### config.mk
export PLATFORM = sky130hd
export DESIGN_NAME = mips_ex_alu_muldiv
export DESIGN_NICKNAME = d
export VERILOG_FILES = /design/src/rtl/mips_ex_alu_muldiv.sv
export SDC_FILE = /design/constraint.sdc
export NUM_CORES = 1
export LEC_CHECK = 0
export ABC_AREA = 1
export BUFFER_PORTS_ARGS = -buffer_cell sky130_fd_sc_hd__buf_2
export CORE_UTILIZATION = 35
export CTS_BUF_LIST = sky130_fd_sc_hd__clkbuf_4 sky130_fd_sc_hd__clkbuf_8
export DETAILED_ROUTE_END_ITERATION = 7
export HOLD_SLACK_MARGIN = 0.08
export SLEW_MARGIN = 0
export SYNTH_ARGS = -nofsm -noshare
export SYNTH_HDL_FRONTEND = slang
export SYNTH_SLANG_ARGS = --single-unit
### constraint.sdc
create_clock -name clk -period 7.3 [get_ports clk]
set_input_delay 0.73 -clock clk [delete_from_list [all_inputs] [get_ports clk]]
set_output_delay 0.73 -clock clk [all_outputs]
set_load 0.01 [all_outputs]
### src/rtl/mips_ex_alu_muldiv.sv
// -----------------------------------------------------------------------------
// mips_ex_alu_muldiv
//   Iterative multiply/divide unit sitting beside the EX-stage ALU. Executes
//   MULT/MULTU/DIV/DIVU at one bit per cycle and owns the architectural HI/LO
//   registers, which MTHI/MTLO write directly and MFHI/MFLO read directly.
//
//   Request handshake: a request is accepted on a rising edge where
//   muldiv_req_valid & muldiv_req_ready are both high and muldiv_flush is low.
//   muldiv_req_ready is high only in IDLE; requests presented while busy are
//   ignored, so EX must hold the request (stall) until ready is seen.
//
// Ports
//   clk, rst            clock (rising edge), asynchronous active-high reset
//   muldiv_req_valid    request present this cycle
//   muldiv_req_ready    unit idle, request accepted when valid & ready
//   muldiv_op1/op2      rs / rt operands
//   muldiv_mult..mtlo   one-hot-ish op select, priority mult>multu>div>divu>mthi>mtlo
//   muldiv_flush        abort any in-flight op; HI/LO untouched
//   muldiv_busy         FSM not in IDLE
//   muldiv_done         one-cycle pulse after HI/LO are written by a mul/div
//   muldiv_hi/lo        HI / LO registers
// -----------------------------------------------------------------------------
module mips_ex_alu_muldiv #(
   parameter  int DATA_WIDTH = 32,
   localparam int CNT_WIDTH  = $clog2(DATA_WIDTH) + 1
) (
   input  logic                  clk,
   input  logic                  rst,
   input  logic                  muldiv_req_valid,
   output logic                  muldiv_req_ready,
   input  logic [DATA_WIDTH-1:0] muldiv_op1,
   input  logic [DATA_WIDTH-1:0] muldiv_op2,
   input  logic                  muldiv_mult,
   input  logic                  muldiv_multu,
   input  logic                  muldiv_div,
   input  logic                  muldiv_divu,
   input  logic                  muldiv_mthi,
   input  logic                  muldiv_mtlo,
   input  logic                  muldiv_flush,
   output logic                  muldiv_busy,
   output logic                  muldiv_done,
   output logic [DATA_WIDTH-1:0] muldiv_hi,
   output logic [DATA_WIDTH-1:0] muldiv_lo
);

   localparam int W = DATA_WIDTH;

   typedef enum logic [1:0] {
      ST_IDLE = 2'd0,
      ST_CALC = 2'd1,
      ST_FIX  = 2'd2
   } state_t;

   state_t               state_q, state_d;
   logic [CNT_WIDTH-1:0] cnt_q, cnt_d;
   logic [2*W-1:0]       acc_q, acc_d;     // product, or {remainder, quotient}
   logic [W-1:0]         a_q, a_d;         // multiplicand magnitude / divisor magnitude
   logic [W-1:0]         b_q, b_d;         // multiplier (shifts right) / dividend (shifts left)
   logic                 is_div_q, is_div_d;
   logic                 neg_q, neg_d;     // negate product / quotient in FIX
   logic                 rem_neg_q, rem_neg_d;
   logic                 div_zero_q, div_zero_d;
   logic [W-1:0]         hi_q, hi_d;
   logic [W-1:0]         lo_q, lo_d;
   logic                 done_q, done_d;

   // ---------------- op decode (fixed priority) ----------------
   logic sel_mult, sel_multu, sel_div, sel_divu, sel_mthi, sel_mtlo;
   logic sel_signed, sel_start, sel_is_div;
   logic accept;

   assign sel_mult   = muldiv_mult;
   assign sel_multu  = ~muldiv_mult & muldiv_multu;
   assign sel_div    = ~muldiv_mult & ~muldiv_multu & muldiv_div;
   assign sel_divu   = ~muldiv_mult & ~muldiv_multu & ~muldiv_div & muldiv_divu;
   assign sel_mthi   = ~muldiv_mult & ~muldiv_multu & ~muldiv_div & ~muldiv_divu & muldiv_mthi;
   assign sel_mtlo   = ~muldiv_mult & ~muldiv_multu & ~muldiv_div & ~muldiv_divu &
                       ~muldiv_mthi & muldiv_mtlo;
   assign sel_signed = sel_mult | sel_div;
   assign sel_is_div = sel_div | sel_divu;
   assign sel_start  = sel_mult | sel_multu | sel_div | sel_divu;

   // Flush wins over a same-cycle accept.
   assign accept = muldiv_req_valid & (state_q == ST_IDLE) & ~muldiv_flush;

   // Operand magnitudes. -2^(W-1) negates to itself, which read as unsigned
   // is exactly the magnitude 2^(W-1), so W bits suffice here.
   logic          op1_neg, op2_neg;
   logic [W-1:0]  op1_mag, op2_mag;

   assign op1_neg = sel_signed & muldiv_op1[W-1];
   assign op2_neg = sel_signed & muldiv_op2[W-1];
   assign op1_mag = op1_neg ? (~muldiv_op1 + 1'b1) : muldiv_op1;
   assign op2_mag = op2_neg ? (~muldiv_op2 + 1'b1) : muldiv_op2;

   // ---------------- iteration datapath ----------------
   // Multiply: add multiplicand into the upper half when the multiplier LSB is
   // set, then shift the W+1 bit sum (with carry) and the lower half right.
   logic [W:0]     mul_sum;
   logic [2*W-1:0] mul_acc_next;

   assign mul_sum      = {1'b0, acc_q[2*W-1:W]} + (b_q[0] ? {1'b0, a_q} : '0);
   assign mul_acc_next = {mul_sum, acc_q[W-1:1]};

   // Divide: shift the next dividend bit into the partial remainder (W+1 bits
   // wide so it never overflows), subtract the divisor when it fits.
   logic [W:0]     div_shift;
   logic           div_ge;
   logic [W-1:0]   div_diff;
   logic [W-1:0]   div_rem;
   logic [2*W-1:0] div_acc_next;

   assign div_shift    = {acc_q[2*W-1:W], b_q[W-1]};
   assign div_ge       = div_shift >= {1'b0, a_q};
   // When div_ge holds the true difference is below the divisor, so the low
   // W bits are exact.
   assign div_diff     = div_shift[W-1:0] - a_q;
   assign div_rem      = div_ge ? div_diff : div_shift[W-1:0];
   assign div_acc_next = {div_rem, acc_q[W-2:0], div_ge};

   // ---------------- sign fix-up ----------------
   logic [2*W-1:0] fix_prod;
   logic [W-1:0]   fix_quo;
   logic [W-1:0]   fix_rem;

   assign fix_prod = neg_q ? (~acc_q + 1'b1) : acc_q;
   // Divide by zero leaves |op1| as remainder, so HI = op1 falls out naturally;
   // only the quotient is forced to all ones.
   assign fix_quo  = div_zero_q ? '1 :
                     (neg_q ? (~acc_q[W-1:0] + 1'b1) : acc_q[W-1:0]);
   assign fix_rem  = rem_neg_q ? (~acc_q[2*W-1:W] + 1'b1) : acc_q[2*W-1:W];

   // ---------------- next state ----------------
   always_comb begin
      state_d    = state_q;
      cnt_d      = cnt_q;
      acc_d      = acc_q;
      a_d        = a_q;
      b_d        = b_q;
      is_div_d   = is_div_q;
      neg_d      = neg_q;
      rem_neg_d  = rem_neg_q;
      div_zero_d = div_zero_q;
      hi_d       = hi_q;
      lo_d       = lo_q;
      done_d     = 1'b0;

      if (muldiv_flush) begin
         state_d = ST_IDLE;
      end else begin
         unique case (state_q)
            ST_IDLE: begin
               if (accept) begin
                  if (sel_start) begin
                     state_d    = ST_CALC;
                     cnt_d      = '0;
                     acc_d      = '0;
                     is_div_d   = sel_is_div;
                     neg_d      = op1_neg ^ op2_neg;
                     rem_neg_d  = op1_neg;
                     div_zero_d = (muldiv_op2 == '0);
                     if (sel_is_div) begin
                        a_d = op2_mag;
                        b_d = op1_mag;
                     end else begin
                        a_d = op1_mag;
                        b_d = op2_mag;
                     end
                  end else if (sel_mthi) begin
                     hi_d = muldiv_op1;
                  end else if (sel_mtlo) begin
                     lo_d = muldiv_op1;
                  end
               end
            end
            ST_CALC: begin
               cnt_d = cnt_q + 1'b1;
               if (is_div_q) begin
                  acc_d = div_acc_next;
                  b_d   = b_q << 1;
               end else begin
                  acc_d = mul_acc_next;
                  b_d   = b_q >> 1;
               end
               if (cnt_q == CNT_WIDTH'(W - 1)) begin
                  state_d = ST_FIX;
               end
            end
            ST_FIX: begin
               state_d = ST_IDLE;
               done_d  = 1'b1;
               if (is_div_q) begin
                  hi_d = fix_rem;
                  lo_d = fix_quo;
               end else begin
                  hi_d = fix_prod[2*W-1:W];
                  lo_d = fix_prod[W-1:0];
               end
            end
            default: begin
               state_d = ST_IDLE;
            end
         endcase
      end
   end

   // ---------------- registers ----------------
   always_ff @(posedge clk or posedge rst) begin
      if (rst) begin
         state_q    <= ST_IDLE;
         cnt_q      <= '0;
         acc_q      <= '0;
         a_q        <= '0;
         b_q        <= '0;
         is_div_q   <= 1'b0;
         neg_q      <= 1'b0;
         rem_neg_q  <= 1'b0;
         div_zero_q <= 1'b0;
         hi_q       <= '0;
         lo_q       <= '0;
         done_q     <= 1'b0;
      end else begin
         state_q    <= state_d;
         cnt_q      <= cnt_d;
         acc_q      <= acc_d;
         a_q        <= a_d;
         b_q        <= b_d;
         is_div_q   <= is_div_d;
         neg_q      <= neg_d;
         rem_neg_q  <= rem_neg_d;
         div_zero_q <= div_zero_d;
         hi_q       <= hi_d;
         lo_q       <= lo_d;
         done_q     <= done_d;
      end
   end

   assign muldiv_req_ready = (state_q == ST_IDLE);
   assign muldiv_busy      = (state_q != ST_IDLE);
   assign muldiv_done      = done_q;
   assign muldiv_hi        = hi_q;
   assign muldiv_lo        = lo_q;

endmodule

# Yosys cells after proc, flatten, opt, wreduce, memory -nomap -nowiden
# Cells that the tools add are included.
[word_totals] out_inout_bits=67 reg_bits=205 word_cells=112
[classes] n_bitwise=30 muxes=39 magnitude_cmp=1 n_eq_ne=12 n_reduce_logical=10 n_addsub=8
[ops] op="2-to-1 mux 32 bit" n=21
[ops] op="2-to-1 mux 64 bit" n=4
[ops] op="one-hot mux 32 bit (2 select lines)" n=3
[ops] op="adder 32 x 1 -> 32 bit (second input constant)" n=4
[ops] op="NOT 32 bit" n=4
[ops] op="one-hot mux 64 bit (2 select lines)" n=1
[ops] op="adder 64 x 1 -> 64 bit (second input constant)" n=1
[ops] op="NOT 64 bit" n=1
[ops] op="adder 32 x 32 -> 33 bit" n=1
[ops] op="greater-or-equal comparator 33 x 32 -> 1 bit" n=1
[ops] op="zero test 32 bit" n=1
[ops] op="subtractor 32 bit" n=1
[ops] op="bitwise AND 1 bit" n=13
[ops] op="2-to-1 mux 6 bit" n=2
[ops] op="one-hot mux 6 bit (2 select lines)" n=1
[ops] op="2-to-1 mux 2 bit" n=4
[ops] op="inequality test 2 x 1 -> 1 bit (second input constant)" n=4
[ops] op="AND reduction 4 bit" n=2
[ops] op="adder 6 x 1 -> 6 bit (second input constant)" n=1
[ops] op="== test 6 x 5 -> 1 bit (second input constant)" n=1
[ops] op="inequality test 3 x 1 -> 1 bit (second input constant)" n=2
[ops] op="NOT 1 bit" n=6
[ops] op="AND reduction 6 bit" n=1
[ops] op="nonzero test 2 bit" n=3
[ops] op="11 further kinds" n=17

# Logic depth before layout (Yosys ltp)
[logic_depth] ltp_word=11 ltp_mapped=20 mapped_depth_nobuf=19

# Worst setup path after synthesis
# Ideal clock, no wire load.
[synth_timing] path_kind="register to register" startpoint="register b_q[0]" endpoint="register acc_q[59]" path_buffers=1 arrival_time_ns=2.167 setup_time_ns=0.116 path_stages_with_launch=21 slack_ns=5.016 path_cell_list="dfrtp_1 -> clkbuf_1 -> nand2_1 -> inv_1 -> ha_1 -> inv_1 -> fa_1 -> inv_1 -> nand3_1 -> nand3_1 -> nand2_1 -> nand2_1 -> nand2_1 -> nand2_1 -> nand2_1 -> nand3_1 -> nand2_1 -> nor2_1 -> nor2_1 -> nand2_1 -> nand2_1"
[synth_via] elab_chain_cells=4
[synth_lines] element="start: declaration" line="58" rtl="logic [W-1:0] b_q, b_d;"
[synth_lines] element="start signal: assignment" line="214" rtl="b_q <= '0;"
[synth_lines] element="start signal: assignment" line="227" rtl="b_q <= b_d;"
[synth_lines] element="2-to-1 mux 32 bit" line="102" rtl="assign mul_sum = {1'b0, acc_q[2*W-1:W]} + (b_q[0] ? {1'b0, a_q} : '0);"
[synth_lines] element="adder 32 x 32 -> 33 bit" line="102"
[synth_lines] element="2-to-1 mux 64 bit" line="178" rtl="if (is_div_q) begin"
[synth_lines] element="one-hot mux 64 bit (2 select lines)" line="151" rtl="unique case (state_q)"
[synth_lines] element="end signal: assignment" line="212" rtl="acc_q <= '0;"
[synth_lines] element="end signal: assignment" line="225" rtl="acc_q <= acc_d;"
[synth_lines] element="end: declaration" line="56" rtl="logic [2*W-1:0] acc_q, acc_d;"
# Every way passes these cells.
# A chain may end at the register's enable or synchronous reset.

# Worst setup path after layout
[layout_timing] startpoint="register acc_q[58]" endpoint="register acc_q[46]"
[layout_via] elab_chain_cells=4
[layout_lines] element="greater-or-equal comparator 33 x 32 -> 1 bit" line="114" rtl="assign div_ge = div_shift >= {1'b0, a_q};"
[layout_lines] element="2-to-1 mux 32 bit" line="118" rtl="assign div_rem = div_ge ? div_diff : div_shift[W-1:0];"
[layout_lines] element="2-to-1 mux 64 bit" line="178"
[layout_lines] element="one-hot mux 64 bit (2 select lines)" line="151"
# Every way passes these cells.

==> results by group <==
Status
  – Run status: completed

Clock network
  – Level count of the clock H-tree: 2
  – Post-CTS resize count: 0
  – Root Buffer Master: sky130_fd_sc_hd__clkbuf_8
  – TritonCTS clock tree: done
  – Clock sink total: 205
  – Number of buffers on the longest clock path: 3
  – Number of buffers added for setup after CTS: 0
  – CTS buffer count: 41
  – Quantity of hold-fixing buffers added after cts: 0
  – Clock latency on the worst-skew pair: a little over 0.6 ns
  – CTS clk-pin slew, worst paths: around 0.060 ns

Drt
  – Remaining design rule violation count: 0
  – Count of antenna-violating nets left after detailed routing: 0
  – Vias post-DR: 22,919
  – Routed wirelength normalized by instance count: between 20 and 25 um
  – Wire length reported by the detailed router: between 80,000 and 90,000 um
  – Via density per instance: around 5.5
  – Number of violations reported at the end of detailed-routing iteration 0: 2,663
  – Initial DRT Pass Iterations: 6

STA
  – Unrepaired setup endpoints after global routing: false
  – Transition time at the pin with the least slew margin: around 1.1 ns
  – Max-slew headroom: a little under a quarter
  – Share of the cycle needed by the critical path after routing: 45.0%
  – Skew final: between 0.03 and 0.04 ns
  – Final critical-path required period: around 3.3 ns
  – Highest clock frequency the design can meet: 304 MHz
  – Count of final hold-check violations: 0
  – Max Slew Vio Count: 0
  – Total negative slack for setup checks: 0 ns
  – Count of final setup violators: 0

Global routing
  – Initial antenna violation count: 6
  – Via count of the first global-routing pass: ~21,000
  – Overall overflow remaining after global route: 0
  – Pin count of the biggest net entering global routing: 96
  – Overall Global Routing Usage: a little under a third
  – First-pass GRT wire length: about 130,000 um

Cells and area
  – Proportion of layout cells with a drive suffix above 1: under 10%
  – Most frequent cells in the layout: sky130_fd_sc_hd__nand2_1, sky130_fd_sc_hd__nor2_1, sky130_fd_sc_hd__inv_1
  – Final net count: about 3,600
  – Signed area change from the synthesized netlist to the final layout: 11.2%
  – Most common cell after layout, fill and taps aside: sky130_fd_sc_hd__nand2_1
  – Post-route insts no fill: between 4,000 and 5,000

Yosys
  – Cell type with the highest aggregate area in the netlist: sky130_fd_sc_hd__dfrtp_1
  – Seq cells post-synth: roughly 210
  – Post-Synth Simple-Gate Area: roughly two fifths
  – Number of warnings reported in the yosys synthesis log: 0
  – Combined area of all synthesized cells: 0.0196 mm2
  – Multiplexer area fraction after synthesis: 0%
  – Flip-flop cell with the highest count after synthesis: sky130_fd_sc_hd__dfrtp_1
  – Area share of the leading cell type in the synthesized netlist: approximately a quarter
  – Number of nets produced by synthesis: approximately 3,500
  – Share of the synthesized netlist area taken by xor and xnor gates: 2.73%
  – Number of enable flip-flop cells after synthesis: 0
  – Compound-cell area share of the yosys netlist: between 10% and 20%
  – Arithmetic-cell share of the synthesized area counting full adders, half adders and majority gates: under 10%
  – Seq/Total Area, Yosys: 26.2%
  – Cell count after synthesis: around 3,300
  – Async set-or-reset flop fraction in the synthesized netlist: 100%
  – Mean cell area of the mapped netlist: between 5 and 6 um2
  – Library cells used by synthesis: 53
  – Main combinational cell family by area after synthesis: simple AND/OR/NAND/NOR gates
  – Cells taking the most area after synthesis: sky130_fd_sc_hd__dfrtp_1, sky130_fd_sc_hd__nand2_1, sky130_fd_sc_hd__nor2_1

Floorplan
  – Initial Util: 35.5%
  – Core Area: between 0.05 and 0.06 mm2
  – Ports placed on the boundary: 141
  – Die Outline Area: around 0.057 mm2
  – Die span in x: 239 um
  – Vertical extent of the die: 239 um
  – Floorplan row count: 86

Setup path
  – Arrival time of the worst setup path: ~3.8 ns
  – WP data required: a little under 8 ns
  – Startpoint kind of the worst setup timing path: flip-flop
  – Critical path start-end classification: flip-flop to flip-flop
  – Endpoint class of the critical path: flip-flop
  – Largest fanout on the critical path: 26

Power
  – Static leakage: between 10 and 15 nW
  – Power density cells: 435 mW/mm2
  – Maximum VDD drop: ~180 uV

Placement
  – Routability cong.: around 1.0
  – Number of input and output port buffers inserted: 140
  – Count of placed standard cells including taps: just over 4,000
  – DP Wirelength: about 68,000 um

Flow run
  – Max-Cap Viols: 0

Min path
  – Kind of path behind the tightest hold check: input port to async pin
worst paths after layout:
kind / cells after the start / slack (ns) / start / end
min in group clk: 2 / 0.34 / muldiv_flush / muldiv_done
max in group asynchronous: 3 / 5.73 / rst / a_q[28]
setup / recovery: 13 / 4.02 / acc_q[58] / acc_q[46]
hold / removal: 2 / 0.24 / rst / muldiv_hi[4]
hold reg to reg: 2 / 0.49 / muldiv_lo[25] / muldiv_lo[25]
setup reg to reg: 13 / 4.02 / acc_q[58] / acc_q[46]
registers in the layout, summed over array words and instances (netlist names):
| signal | flops |
|---|---|
| rem_neg_q | 1 |
| muldiv_done | 1 |
| is_div_q | 1 |
| muldiv_lo | 32 |
| muldiv_hi | 32 |
| neg_q | 1 |
| state_q | 2 |
| div_zero_q | 1 |
| b_q | 32 |
| a_q | 32 |
| acc_q | 64 |
| cnt_q | 6 |
power breakdown:
part / switching, mW / internal [mW]
Sequential: 0.736 / 1.62
Clock: 0.564 / 0.718
Combinational: 4.01 / 1.81
Total: 5.31 / 4.16
per-layer routing:
| metal | wire length [um] | vias to the layer above | track usage [%] |
|---|---|---|---|
| li1 | - | 10903 | - |
| met5 | 54 | - | 0 |
| met3 | 7560 | 176 | 4.52 |
| met4 | 3780 | 8 | 12.4 |
| met2 | 38800 | 1125 | 47.3 |
| met1 | 37200 | 10707 | 41.8 |
area by class of cell:
cell class | instances | area [um2]
Antenna cell | 2 | 5.00
Inverter | 449 | 1700
Timing Repair Buffer | 159 | 843
Fill cell | 6130 | 33400
Sequential cell | 205 | 5130
Clock buffer | 66 | 833
Clock inverter | 4 | 23.8
Multi-Input combinational cell | 2549 | 12300
Tap cell | 748 | 936
through the flow:
stage / instance area [um2] / worst slack [ns] / total power [mW] / hold WS [ns] / util [%]
final: 21800 / 4.02 / 9.47 / 0.241 / 39.5
after global routing: 21800 / 3.84 / 10.2 / 0.296 / 39.5
after CTS: 21800 / 4.12 / 9.30 / 0.276 / 39.4
after detailed placement: 20900 / 3.58 / 7.99 / 0.481 / 37.9
after global placement: 20900 / 3.60 / 8.01 / 0.474 / 37.9
after floorplan: 19600 / 0.974 / 5.97 / 0.447 / -
logic make-up after synthesis:
group,after synthesis
XOR/XNOR,61
buffers and inverters,561
flip-flops,205
AND/OR/NAND/NOR,1869
AO/OA/AOI/OAI,548
adder cells (fa/ha/maj),71
cells in the mapped netlist, types with 13 or more instances:
master                     number
sky130_fd_sc_hd__a21oi_1      192
sky130_fd_sc_hd__a22oi_1       16
sky130_fd_sc_hd__buf_2         28
sky130_fd_sc_hd__clkbuf_1      69
sky130_fd_sc_hd__dfrtp_1      205
sky130_fd_sc_hd__ha_1          69
sky130_fd_sc_hd__inv_1        441
sky130_fd_sc_hd__nand2_1      958
sky130_fd_sc_hd__nand3_1      286
sky130_fd_sc_hd__nand3b_1      13
sky130_fd_sc_hd__nand4_1       64
sky130_fd_sc_hd__nor2_1       487
sky130_fd_sc_hd__nor3_1        23
sky130_fd_sc_hd__o211ai_1      30
sky130_fd_sc_hd__o21ai_0      208
sky130_fd_sc_hd__o22ai_1       34
sky130_fd_sc_hd__xnor2_1       15
sky130_fd_sc_hd__xor2_1        46
critical path, cell delays in order (launching register included):
cell and delay [ns]:
sky130_fd_sc_hd__dfrtp_1 0.77, sky130_fd_sc_hd__ha_1 0.43, sky130_fd_sc_hd__nand2_1 0.15, sky130_fd_sc_hd__inv_1 0.05, sky130_fd_sc_hd__nand2_1 0.09, sky130_fd_sc_hd__nand2_1 0.07
sky130_fd_sc_hd__a21oi_1 0.18, sky130_fd_sc_hd__nand2_2 0.09, sky130_fd_sc_hd__nor2_4 0.25, sky130_fd_sc_hd__nand2_8 0.13, sky130_fd_sc_hd__nor2_4 0.60, sky130_fd_sc_hd__nand2_1 0.15
sky130_fd_sc_hd__nand4_1 0.13, sky130_fd_sc_hd__nand2_1 0.06
(Power assumes the default switching activity.)
